==> config.mk <==
export PLATFORM = sky130hd
export DESIGN_NAME = md_host_link
export DESIGN_NICKNAME = d
export VERILOG_FILES = /design/src/rtl/md_link_pkg.sv /design/src/rtl/md_down_counter.sv /design/src/rtl/md_host_link.sv
export SDC_FILE = /design/constraint.sdc
export NUM_CORES = 1
export LEC_CHECK = 0
export CORE_AREA = 2 2 326 328
export CTS_CLUSTER_SIZE = 16
export DETAILED_ROUTE_END_ITERATION = 8
export DIE_AREA = 0 0 328 330
export HOLD_SLACK_MARGIN = 0.06
export PLACE_DENSITY = 0.54
export SLEW_MARGIN = 20
export SYNTH_ARGS = -nofsm -noshare
export SYNTH_HDL_FRONTEND = slang
export SYNTH_HIERARCHICAL = 1
export SYNTH_SLANG_ARGS = --single-unit
export TNS_END_PERCENT = 1
==> constraint.sdc <==
create_clock -name ap_clk -period 19.9 [get_ports ap_clk]
set_input_delay 3.98 -clock ap_clk [delete_from_list [all_inputs] [get_ports ap_clk]]
set_output_delay 3.98 -clock ap_clk [all_outputs]
set_load 0.01 [all_outputs]
==> src/rtl/md_link_pkg.sv <==
`default_nettype none
// +----------------------------------------------------------------------+
// | Module   : md_link_pkg                                                |
// | Purpose  : Shared types and defaults for the MD_Wrapper host link:    |
// |            controller state encoding, record widths, step width and   |
// |            the width of the shared down-counter.                      |
// | Ports    : none (package)                                            |
// | Revision : 1.0 - initial release                                      |
// +----------------------------------------------------------------------+
package md_link_pkg;

    localparam int c_DIN_W  = 210;   // particle record into the wrapper
    localparam int c_DOUT_W = 192;   // result record out of the wrapper
    localparam int c_STEP_W = 32;    // timestep counter
    localparam int c_CNT_W  = 32;    // gap / settle / timeout counter

    typedef enum logic [3:0] {
        ST_IDLE    = 4'd0,
        ST_LD_WAIT = 4'd1,
        ST_LD_WR   = 4'd2,
        ST_LD_GAP  = 4'd3,
        ST_SETTLE  = 4'd4,
        ST_RD_REQ  = 4'd5,
        ST_RD_REL  = 4'd6,
        ST_OUT     = 4'd7,
        ST_FIN     = 4'd8
    } link_state_e;

endpackage
`default_nettype wire

==> src/rtl/md_down_counter.sv <==
`default_nettype none
// +----------------------------------------------------------------------+
// | Module   : md_down_counter                                            |
// | Purpose  : Loadable down-counter with zero flag. Saturates at zero so |
// |            the owner may keep decrement asserted while it waits on    |
// |            the flag.                                                  |
// | Ports    : clk, rst (async, active-high), i_load, i_load_val, i_dec,  |
// |            o_zero                                                     |
// | Revision : 1.0 - initial release                                      |
// +----------------------------------------------------------------------+
module md_down_counter
    import md_link_pkg::*;
#(
    parameter int WIDTH = c_CNT_W
) (
    input  logic             clk,
    input  logic             rst,
    input  logic             i_load,
    input  logic [WIDTH-1:0] i_load_val,
    input  logic             i_dec,
    output logic             o_zero
);

    logic [WIDTH-1:0] r_count;

    // Load has priority over decrement.
    always_ff @(posedge clk or posedge rst) begin
        if (rst) begin
            r_count <= '0;
        end else if (i_load) begin
            r_count <= i_load_val;
        end else if (i_dec && (r_count != '0)) begin
            r_count <= r_count - WIDTH'(1);
        end
    end

    assign o_zero = (r_count == '0);

endmodule
`default_nettype wire

==> src/rtl/md_host_link.sv <==
`default_nettype none
// +----------------------------------------------------------------------+
// | Module   : md_host_link                                               |
// | Purpose  : Host-side driver for the MD_Wrapper particle port. Loads   |
// |            NUM_PARTICLES records from a valid/ready source through    |
// |            elem_write/d_in, waits SETTLE_CYCLES, then drains the      |
// |            results over the read_ctrl/elem_read 4-phase handshake     |
// |            onto a valid/ready result stream and advances step.        |
// | Ports    : ap_clk, reset (async, active-high), start,                 |
// |            src_valid/src_data/src_ready (host record in),             |
// |            elem_write/d_in (wrapper write port),                      |
// |            read_ctrl/elem_read/d_out (wrapper read port),             |
// |            res_valid/res_data/res_ready (host result out),            |
// |            step, busy, done                                           |
// | Options  : MD_HOST_LINK_READ_TIMEOUT_EN adds parameter RD_TIMEOUT and |
// |            output rd_timeout; a stalled read handshake then aborts    |
// |            the run back to IDLE.                                      |
// | Revision : 1.0 - initial release                                      |
// +----------------------------------------------------------------------+
module md_host_link
    import md_link_pkg::*;
#(
    parameter int NUM_PARTICLES = 300,
    parameter int IDX_W         = 9,
    parameter int DIN_W         = c_DIN_W,
    parameter int DOUT_W        = c_DOUT_W,
    parameter int GAP_CYCLES    = 16,
    parameter int SETTLE_CYCLES = 10000
`ifdef MD_HOST_LINK_READ_TIMEOUT_EN
    ,
    parameter int RD_TIMEOUT    = 4096
`endif
) (
    input  logic                ap_clk,
    input  logic                reset,
    input  logic                start,
    input  logic                src_valid,
    input  logic [DIN_W-1:0]    src_data,
    output logic                src_ready,
    output logic                elem_write,
    output logic [DIN_W-1:0]    d_in,
    output logic                read_ctrl,
    input  logic                elem_read,
    input  logic [DOUT_W-1:0]   d_out,
    output logic                res_valid,
    output logic [DOUT_W-1:0]   res_data,
    input  logic                res_ready,
    output logic [c_STEP_W-1:0] step,
    output logic                busy,
    output logic                done
`ifdef MD_HOST_LINK_READ_TIMEOUT_EN
    ,
    output logic                rd_timeout
`endif
);

    localparam logic [IDX_W-1:0]   c_LAST_IDX    = IDX_W'(NUM_PARTICLES - 1);
    localparam logic [c_CNT_W-1:0] c_GAP_LOAD    = c_CNT_W'(GAP_CYCLES - 1);
    localparam logic [c_CNT_W-1:0] c_SETTLE_LOAD = c_CNT_W'(SETTLE_CYCLES - 1);
`ifdef MD_HOST_LINK_READ_TIMEOUT_EN
    localparam logic [c_CNT_W-1:0] c_TO_LOAD     = c_CNT_W'(RD_TIMEOUT - 1);
`endif

    link_state_e        r_state;
    logic [IDX_W-1:0]   r_idx;
    logic               w_last;
    logic               w_cnt_load;
    logic               w_cnt_dec;
    logic [c_CNT_W-1:0] w_cnt_val;
    logic               w_cnt_zero;

    assign w_last    = (r_idx == c_LAST_IDX);
    assign src_ready = (r_state == ST_LD_WAIT);
    assign busy      = (r_state != ST_IDLE);

    // One counter serves the inter-write gap, the settle interval and the
    // read watchdog; those phases never overlap. A phase that ends on the
    // zero flag lasts exactly (load value + 1) cycles.
    always_comb begin
        w_cnt_load = 1'b0;
        w_cnt_dec  = 1'b0;
        w_cnt_val  = c_GAP_LOAD;
        case (r_state)
            ST_LD_WR: begin
                w_cnt_load = 1'b1;
                w_cnt_val  = w_last ? c_SETTLE_LOAD : c_GAP_LOAD;
            end
            ST_LD_GAP: w_cnt_dec = 1'b1;
            ST_SETTLE: begin
                w_cnt_dec = 1'b1;
`ifdef MD_HOST_LINK_READ_TIMEOUT_EN
                w_cnt_load = w_cnt_zero;
                w_cnt_val  = c_TO_LOAD;
`endif
            end
`ifdef MD_HOST_LINK_READ_TIMEOUT_EN
            // Each handshake phase gets its own full watchdog window.
            ST_RD_REQ: begin
                w_cnt_dec  = 1'b1;
                w_cnt_load = elem_read;
                w_cnt_val  = c_TO_LOAD;
            end
            ST_RD_REL: w_cnt_dec = 1'b1;
            ST_OUT: begin
                w_cnt_load = res_ready && !w_last;
                w_cnt_val  = c_TO_LOAD;
            end
`endif
            default: ;
        endcase
    end

    md_down_counter #(
        .WIDTH (c_CNT_W)
    ) u_cnt (
        .clk        (ap_clk),
        .rst        (reset),
        .i_load     (w_cnt_load),
        .i_load_val (w_cnt_val),
        .i_dec      (w_cnt_dec),
        .o_zero     (w_cnt_zero)
    );

    always_ff @(posedge ap_clk or posedge reset) begin
        if (reset) begin
            r_state    <= ST_IDLE;
            r_idx      <= '0;
            d_in       <= '0;
            res_data   <= '0;
            step       <= '0;
            elem_write <= 1'b0;
            read_ctrl  <= 1'b0;
            res_valid  <= 1'b0;
            done       <= 1'b0;
`ifdef MD_HOST_LINK_READ_TIMEOUT_EN
            rd_timeout <= 1'b0;
`endif
        end else begin
            // Single-cycle strobes default low.
            elem_write <= 1'b0;
            done       <= 1'b0;
`ifdef MD_HOST_LINK_READ_TIMEOUT_EN
            rd_timeout <= 1'b0;
`endif
            case (r_state)
                ST_IDLE: begin
                    if (start) begin
                        r_idx   <= '0;
                        r_state <= ST_LD_WAIT;
                    end
                end
                ST_LD_WAIT: begin
                    if (src_valid) begin
                        d_in       <= src_data;
                        elem_write <= 1'b1;
                        r_state    <= ST_LD_WR;
                    end
                end
                ST_LD_WR: begin
                    if (w_last) begin
                        r_state <= ST_SETTLE;
                    end else begin
                        r_idx   <= r_idx + IDX_W'(1);
                        r_state <= ST_LD_GAP;
                    end
                end
                ST_LD_GAP: begin
                    if (w_cnt_zero) begin
                        r_state <= ST_LD_WAIT;
                    end
                end
                ST_SETTLE: begin
                    if (w_cnt_zero) begin
                        r_idx     <= '0;
                        read_ctrl <= 1'b1;
                        r_state   <= ST_RD_REQ;
                    end
                end
                ST_RD_REQ: begin
                    if (elem_read) begin
                        res_data  <= d_out;
                        read_ctrl <= 1'b0;
                        r_state   <= ST_RD_REL;
                    end
`ifdef MD_HOST_LINK_READ_TIMEOUT_EN
                    else if (w_cnt_zero) begin
                        read_ctrl  <= 1'b0;
                        rd_timeout <= 1'b1;
                        r_state    <= ST_IDLE;
                    end
`endif
                end
                ST_RD_REL: begin
                    // Wrapper must drop its acknowledge before the next
                    // request can be raised.
                    if (!elem_read) begin
                        res_valid <= 1'b1;
                        r_state   <= ST_OUT;
                    end
`ifdef MD_HOST_LINK_READ_TIMEOUT_EN
                    else if (w_cnt_zero) begin
                        rd_timeout <= 1'b1;
                        r_state    <= ST_IDLE;
                    end
`endif
                end
                ST_OUT: begin
                    if (res_ready) begin
                        res_valid <= 1'b0;
                        if (w_last) begin
                            done    <= 1'b1;
                            r_state <= ST_FIN;
                        end else begin
                            r_idx     <= r_idx + IDX_W'(1);
                            read_ctrl <= 1'b1;
                            r_state   <= ST_RD_REQ;
                        end
                    end
                end
                ST_FIN: begin
                    step    <= step + c_STEP_W'(1);
                    r_state <= ST_IDLE;
                end
                default: r_state <= ST_IDLE;
            endcase
        end
    end

endmodule
`default_nettype wire

==> run_results.csv, run 1 <==
group,metric,value,unit
clock_network,hold_buffers,0,
place,placed_cells,3534,
timing,fmax,0.144,GHz
grt,antenna_found_initial,11,
route,routed_via_density,3.95,
critical_path,cpPeakStageDelay,900,ps
critical_path,critPathArrivalTime,7440,ps
route,num_vias,14409,
clock_network,cts_inserted_buffers,59,
clock_network,cts_setup_buffers,0,
run_status,status,"complete, no violations",
critical_path,required,20410,ps
synth,ys_seq_area_share,62.0,%
timing,finalSetupTns,0,ps
critical_path,end_kind,"flop",
timing,setup_viol,0,
synth,synth_largest_area_cell,"dfrtp_1",
timing,slew_viol_final,0,
flow_run,maxCapViolations,0,
floorplanning,die_w,328,um
clock_network,clock_sinks,483,
synth,ys_warn_count,6,
clock_network,cts_resized,0,
timing,fin_crit,6930,ps
power,cellLeakagePower,13.0,nW
clock_network,path_clk_slew,60,ps
route,wirelength,72700,um
synth,syn_area,19500,um2
timing,min_period_over_period,34.8,%
clock_network,ctsLongestPathBuffers,3,
timing,worst_slew_pin_slew,1060,ps
synth,netlist-cell-type-count,69,
timing,relSlewSlack,29.7,%
synth,synth_seq_cells,483,
grt,first_global_vias,15525,
route,drt-pass1-iter-count,4,
finish,final_area,31800,um2
floorplanning,pin_count,848,
place,port_buffers,847,
synth,avgSynthCellArea,14.7,um2
finish,syn_to_final_growth,63.0,%
place,place_congestion,0.853,
clock_network,cts_tree,"done",
route,wl_per_cell,19.9,um
synth,synthArstFlopShare,100,%
grt,grt_start_max_net_pins,158,
floorplanning,floorplan.rows,119,
floorplanning,initial_core_util,18.6,%
timing,rsz0062_at_grt,"no",
route,ant_nets,0,
clock_network,insertion_delay,640,ps
clock_network,cts_htree_levels,2,
critical_path,critical_path_class,"in2reg",
critical_path,start_kind,"primary input",
critical_path,cp_max_fo,82,
synth,synth_ff_type,"dfrtp_1",
floorplanning,coreArea,105000,um2
place,dpl.hpwl,56900,um
min_path,min_path_type,"reg2reg",
critical_path,crit_slowest_cell,"buf_4",
floorplanning,fp.dieH,330,um
synth,yosysTopAreaCellShare,62.0,%
finish,drive_above_1_share,24.5,%
synth,synth_cells,1324,
finish,final_cells,3652,
power,p_per_area,148,nW/um2
place,postPlaceCellArea,29600,um2
grt,grt_use_total,12.8,%
floorplanning,die_area,108000,um2
power,finalPower,4.69,mW
timing,fin_skew,25.6,ps
clock_network,root_buffer,"clkbuf_16",
route,drt_iter0_markers,524,
timing,hold_violations,0,
synth,synth.area.top_cells,"dfrtp_1 (62%), mux2_2 (24%), xnor2_1 (1.6%)",
finish,layout.nets,2615,
power,ir_drop,0.000102,V
route,drc,0,
critical_path,cp_common_cell,"buf_4",
grt,grt_pass1_wl,104000,um
critical_path,path_cells,"clkdlybuf4s50_1 -> nand3_4 -> buf_4 -> buf_4 -> mux2_2",
grt,overflow,0,
synth,synth-edff-count,0,
==> per-stage QoR <==
| stage | setup slack (ps) | hold WS [ps] | util [%] |
|---|---|---|---|
| 2_1_floorplan | 3350 | 472 | - |
| 3_3_place_gp | 12380 | 478 | 28.3 |
| 3_5_place_dp | 12250 | 488 | 28.3 |
| 4_1_cts | 12970 | 494 | 30.3 |
| 5_1_grt | 12620 | 514 | 30.4 |
| 6_report | 12970 | 495 | 30.4 |
==> power breakdown <==
part           total, mW  switching (mW)  internal [mW]
Clock               1.17           0.448          0.720
Sequential          1.69           0.278           1.41
Combinational       1.84           0.734           1.11
Total               4.69            1.46           3.23
==> cells in the mapped netlist (4+ instances only) <==
| cell | n |
|---|---|
| nand2b_1 | 5 |
| o31ai_1 | 10 |
| nand4_1 | 14 |
| nand2_1 | 42 |
| a21oi_1 | 8 |
| xnor2_1 | 36 |
| nor2b_1 | 5 |
| nor4_1 | 8 |
| inv_1 | 7 |
| o21ai_0 | 24 |
| xor2_1 | 15 |
| dfrtp_1 | 483 |
| nand3_1 | 20 |
| nor3_1 | 9 |
| nand3b_1 | 4 |
| or2_2 | 5 |
| a31oi_1 | 11 |
| mux2_2 | 411 |
| and4_1 | 9 |
| or4_1 | 5 |
| clkbuf_1 | 14 |
| nor2_1 | 32 |
| or3_1 | 9 |
| and3_1 | 13 |
| buf_2 | 44 |
==> cells in the final DEF, fill, tap and decap left out, types with 10 or more instances in the layout <==
cell type | Yosys | layout
and3_1 | 13 | 12
nor2_1 | 32 | 32
nand4_1 | 14 | 14
buf_4 | 2 | 11
o31ai_1 | 10 | 10
clkdlybuf4s50_1 | 0 | 847
conb_1 | 2 | 28
clkbuf_16 | 0 | 60
nand2_1 | 42 | 42
xnor2_1 | 36 | 36
o21ai_0 | 24 | 24
xor2_1 | 15 | 15
dfrtp_1 | 483 | 483
bufinv_16 | 0 | 10
nand3_1 | 20 | 19
a31oi_1 | 11 | 11
mux2_2 | 411 | 411
==> final cells by class <==
class / count / area, um2
antenna: 8 / 20.0
fill: 10519 / 72900
timing repair buffer: 859 / 8580
multi-input combinational: 793 / 7170
clock inverter: 32 / 485
clock buffer: 78 / 1660
inverter: 8 / 37.5
tap: 1391 / 1740
sequential: 483 / 12100
==> final timing paths <==
kind	end	from	depth (start not counted)	slack [ps]
setup reg to reg	res_data[63]$_DFFE_PP0P_	r_state[2]$_DFFE_PP0P_	5	15920
max in group asynchronous	res_data[63]$_DFFE_PP0P_	reset	5	13210
hold / removal	step[28]$_DFFE_PP0N_	step[28]$_DFFE_PP0N_	1	500
setup / recovery	res_data[63]$_DFFE_PP0P_	elem_read	5	12970
hold reg to reg	step[28]$_DFFE_PP0N_	step[28]$_DFFE_PP0N_	1	500
min in group asynchronous	res_data[95]$_DFFE_PP0P_	reset	2	3880
==> critical path, delay by kind of cell <==
family,cells,cell delay [ps]
buf+inv,3,2250
simple gates,1,590
mux,1,430
==> cell families after synthesis <==
group           count (synthesis)  share of synthesized area [%]
compound gates                 88                           3.18
xor+xnor                       51                           2.29
fa+ha+maj                       3                          0.193
buf+inv                        74                           1.89
flops                         483                           62.0
mux                           414                           23.9
other cells                     2                         0.0385
simple gates                  209                           6.55
==> registers in the layout, summed over array words and instances, names as in the netlist <==
signal and flops:
r_idx 9, r_state 4, u_cnt/r_count 32, d_in 210, done 1, elem_write 1
step 32, read_ctrl 1, res_valid 1, res_data 192
==> routing by layer <==
layer | track usage [%] | part of all wire (%) | up-vias
li1 | - | - | 6541
met1 | 13.2 | 35 | 7209
met2 | 23.1 | 52 | 566
met3 | 5.48 | 10 | 89
met4 | 4.12 | 2.3 | 4
met5 | 0 | 0.032 | -
No activity file was read; power rests on OpenSTA's default activity.
==> run 2: changes to the inputs <==
- PLACE_DENSITY: 0.54 -> 0.55
- clock period: 19.9 -> 5.88 ns (I/O delays scaled with it)
==> run_results.csv, run 2 (synthesized netlist as in run 1, its figures left out) <==
group,metric,value,unit
place,placed_cells,3545,
finish,largest_reg_flops,210,
min_path,min_path_type,"reg2reg",
critical_path,end_kind,"primary output",
route,drt_iter0_markers,682,
finish,utilization,30.4,%
finish,reg_top3,"d_in x210, res_data x192",
power,p_sw,4.92,mW
finish,multi_input_comb_area,7170,um2
timing,hold_violations,0,
floorplanning,pin_count,848,
power,combPwrFrac,39.4,%
power,p_int,10.8,mW
timing,fin_crit,3800,ps
route,routed_via_density,3.94,
grt,overflow,0,
timing,setup_viol,0,
timing,relSlewSlack,23.8,%
flow_run,maxCapViolations,0,
clock_network,root_buffer,"clkbuf_16",
place,place_congestion,0.827,
clock_network,cts_htree_levels,2,
finish,register_area,12100,um2
timing,worst_slack,2080,ps
timing,slew_viol_final,0,
finish,syn_to_final_growth,63.3,%
power,ir_drop,0.000297,V
finish,num-fill-cells,10627,
power,p_per_area,494,nW/um2
critical_path,cp_max_fo,20,
place,dp_slack,2070,ps
timing,worst_slew_pin_slew,1130,ps
timing,fmax,0.263,GHz
clock_network,cts_setup_buffers,0,
clock_network,path_clk_slew,60,ps
clock_network,cts_resized,0,
critical_path,critPathArrivalTime,2620,ps
critical_path,critical_path_class,"reg2out",
finish,final_cells,3663,
critical_path,required,4700,ps
floorplanning,fp.dieH,330,um
grt,first_global_vias,14822,
route,num_vias,14416,
power,swShare,31.3,%
grt,grt_use_total,13.1,%
timing,fin_skew,19.9,ps
grt,grt_pass1_wl,105000,um
timing,min_period_over_period,64.6,%
floorplanning,die_area,108000,um2
finish,layout.nets,2627,
timing,finalSetupTns,0,ps
floorplanning,floorplan.rows,119,
finish,final_common_cell,"clkdlybuf4s50_1",
clock_network,cts_tree,"done",
finish,final_area,31800,um2
clock_network,clock_sinks,483,
timing,rsz0062_at_grt,"no",
place,postPlaceCellArea,29800,um2
floorplanning,initial_core_util,18.6,%
place,port_buffers,847,
floorplanning,coreArea,105000,um2
route,wl_per_cell,20.5,um
clock_network,hold_buffers,0,
grt,antenna_found_initial,33,
clock_network,cts_inserted_buffers,60,
place,dpl.hpwl,58300,um
run_status,status,"complete, no violations",
clock_network,ctsLongestPathBuffers,3,
clock_network,insertion_delay,650,ps
route,drc,0,
floorplanning,die_w,328,um
finish,layout_common_cells,"clkdlybuf4s50_1 (847), dfrtp_1 (483), mux2_2 (411), clkbuf_16 (60), nand2_1 (42)",
route,ant_nets,0,
route,drt-pass1-iter-count,4,
power,seqPwrFrac,36.1,%
route,wirelength,75200,um
critical_path,start_kind,"flop",
finish,drive_above_1_share,25.1,%
finish,top_register,"d_in",
grt,grt_start_max_net_pins,129,
power,cellLeakagePower,13.1,nW
power,clock_power_share,24.4,%
[run 2: metal layers]
layer | share of wire [%] | global-route usage [%]
met4 | 2.3 | 3.32
met3 | 8.7 | 4.85
met2 | 51 | 23.5
met1 | 37 | 14.7
met5 | 0.11 | 0
[run 2: area by class of cell]
cell class	instances	area share (%)
repair buffers	870	27.4
clock inverters	33	1.08
inverters	8	0.106
well taps	1391	5.47
diodes	5	0.0393
clock buffers	80	5.42
multi-input cells	793	22.5
flip-flops and latches	483	38.0
[run 2: stage by stage]
stage	total power [mW]	hold WS [ps]
after floorplan	8.14	472
after global placement	12.0	466
after detailed placement	12.0	465
after CTS	16.0	478
after global routing	16.6	497
final	15.7	474
[run 2: final timing paths]
path | startpoint | to | slack (ps) | depth (start not counted)
min in group asynchronous | reset | res_data[91]$_DFFE_PP0P_ | 1090 | 2
setup reg to reg | r_state[0]$_DFFE_PP0P_ | u_cnt/r_count[17]$_DFFE_PP0P_ | 2370 | 9
hold / removal | step[31]$_DFFE_PP0N_ | step[31]$_DFFE_PP0N_ | 470 | 1
setup / recovery | r_state[0]$_DFFE_PP0P_ | src_ready | 2080 | 3
hold reg to reg | step[31]$_DFFE_PP0N_ | step[31]$_DFFE_PP0N_ | 470 | 1
max in group asynchronous | reset | d_in[131]$_DFFE_PP0P_ | 3590 | 3
[run 2: power by group through the flow]
stage               clock (mW)  combinational, mW  sequential (mW)
finish                    3.85               6.20             5.69
global route              4.14               6.61             5.89
CTS                       4.01               6.32             5.71
detailed placement           0               6.30             5.74
global placement             0               6.30             5.70
floorplan                    0               1.96             6.18
[run 2: worst max-delay path: stages, from the launching register on]
cell	delay [ps]
dfrtp_1	740
nand2b_1	140
nor3_1	400
clkdlybuf4s50_1	680
==> run 3: changes to the inputs <==
- clock period: 5.88 -> 3.32 ns (I/O delays scaled with it)
==> run_results.csv, run 3 (synthesized netlist as in run 1, its figures left out) <==
group,metric,value,unit
route,ant_nets,0,
clock_network,cts_setup_buffers,0,
timing,slew_viol_final,0,
finish,layout_common_cells,"clkdlybuf4s50_1 (847), dfrtp_1 (483), mux2_2 (411), clkbuf_16 (58), nand2_1 (42)",
clock_network,hold_buffers,0,
critical_path,cpPeakStageDelay,630,ps
grt,overflow,0,
finish,final_area,32100,um2
floorplanning,coreArea,105000,um2
route,wl_per_cell,20.4,um
finish,largest_reg_flops,210,
place,dpl.hpwl,59600,um
floorplanning,die_area,108000,um2
route,routed_via_density,3.92,
min_path,min_path_type,"in2async",
critical_path,critPathArrivalTime,2380,ps
grt,grt_use_total,13.3,%
finish,num-fill-cells,10586,
clock_network,cts_resized,0,
clock_network,clock_sinks,483,
finish,top_register,"d_in",
run_status,status,"complete, no violations",
timing,finalSetupTns,0,ps
grt,antenna_found_initial,14,
route,drt_iter0_markers,476,
power,finalPower,28.0,mW
floorplanning,pin_count,848,
timing,setup_viol,0,
timing,worst_slew_pin_slew,988,ps
clock_network,cts_tree,"done",
route,wirelength,75400,um
route,num_vias,14463,
finish,reg_top3,"d_in x210, res_data x192",
timing,min_period_over_period,91.6,%
place,postPlaceCellArea,30100,um2
finish,layout.nets,2653,
grt,grt_pass1_wl,107000,um
critical_path,required,2660,ps
floorplanning,floorplan.rows,119,
clock_network,cts_inserted_buffers,58,
finish,syn_to_final_growth,64.7,%
power,ir_drop,0.000574,V
floorplanning,initial_core_util,18.6,%
timing,fmax,0.329,GHz
critical_path,critical_path_class,"reg2out",
finish,final_common_cell,"clkdlybuf4s50_1",
critical_path,end_kind,"primary output",
power,combPwrFrac,40.0,%
timing,relSlewSlack,34.1,%
critical_path,rrSetupSlack,510,ps
floorplanning,die_w,328,um
critical_path,start_kind,"flop",
critical_path,path_cells,"buf_4 -> nand2b_1 -> nor3_1 -> clkdlybuf4s50_1",
power,p_per_area,870,nW/um2
finish,drive_above_1_share,25.6,%
clock_network,path_clk_slew,60,ps
power,clock_power_share,24.0,%
power,swShare,31.6,%
critical_path,crit_slowest_cell,"clkdlybuf4s50_1",
clock_network,cts_htree_levels,2,
grt,first_global_vias,15214,
clock_network,insertion_delay,670,ps
critical_path,cp_max_fo,11,
power,seqPwrFrac,36.1,%
power,p_sw,8.85,mW
place,port_buffers,847,
floorplanning,fp.dieH,330,um
place,place_congestion,0.805,
grt,grt_start_max_net_pins,100,
power,p_int,19.1,mW
timing,hold_violations,0,
flow_run,maxCapViolations,0,
clock_network,ctsLongestPathBuffers,3,
timing,holdWs,444,ps
timing,rsz0062_at_grt,"no",
power,cellLeakagePower,13.2,nW
route,drt-pass1-iter-count,4,
timing,fin_crit,3040,ps
route,drc,0,
timing,fin_skew,33.6,ps
clock_network,root_buffer,"clkbuf_16",
[run 3: changes by cell type in the layout (fill, tap and decap cells not counted), moves of 2 or more]
cell       change
buf_12        +12
buf_4         +16
clkbuf_1       +6
clkbuf_16      -2
clkbuf_8       -4
clkinv_2       -4
inv_6          -2
[run 3: worst paths after layout]
path / startpoint / endpoint / cells after the start
min reg2reg: step[31]$_DFFE_PP0N_ / step[31]$_DFFE_PP0N_ / 1
max: r_state[0]$_DFFE_PP0P_ / src_ready / 4
min in group ap_clk: step[31]$_DFFE_PP0N_ / step[31]$_DFFE_PP0N_ / 1
max reg2reg: u_cnt/r_count[15]$_DFFE_PP0P_ / r_idx[6]$_DFFE_PP0P_ / 7
min: reset / res_data[105]$_DFFE_PP0P_ / 2
max in group asynchronous: reset / res_data[39]$_DFFE_PP0P_ / 3
[run 3: routing by layer]
layer	vias to the layer above	share of wire [%]	global-route usage, %
met3	99	9.2	5.26
met5	-	0.078	0
met1	7202	37	14.4
li1	6593	-	-
met4	10	1.9	3.17
met2	559	52	24.1
[run 3: worst max-delay path, delay by kind of cell (launching register included)]
| family | cells | cell delay (ps) |
|---|---|---|
| buffers and inverters | 2 | 870 |
| flip-flops | 1 | 540 |
| AND/OR/NAND/NOR | 2 | 330 |
[run 3: area by class of cell]
cell class / instances / area (um2) / area share [%]
clock buffer: 80 / 1640 / 5.12
tap: 1391 / 1740 / 5.42
antenna: 6 / 15.0 / 0.0467
sequential: 483 / 12100 / 37.6
inverter: 8 / 33.8 / 0.105
timing repair buffer: 898 / 9090 / 28.3
clock inverter: 28 / 349 / 1.09
multi-input combinational: 793 / 7170 / 22.3
[run 3: through the flow]
step | instances | utilization, % | worst slack, ps
6_report | 3687 | 30.7 | 279
5_1_grt | 3684 | 30.7 | 123
4_1_cts | 3681 | 30.7 | 208
3_5_place_dp | 3573 | 28.8 | 489
3_3_place_gp | 3573 | 28.8 | 562
2_1_floorplan | 1350 | - | -3440
[run 3: power by group through the flow]
stage	logic, mW	registers [mW]	clock network (mW)
global placement	11.3	10.1	0
finish	11.2	10.1	6.70
detailed placement	11.4	10.2	0
global route	11.9	10.4	7.19
floorplan	3.47	11.0	0
CTS	11.4	10.1	6.94
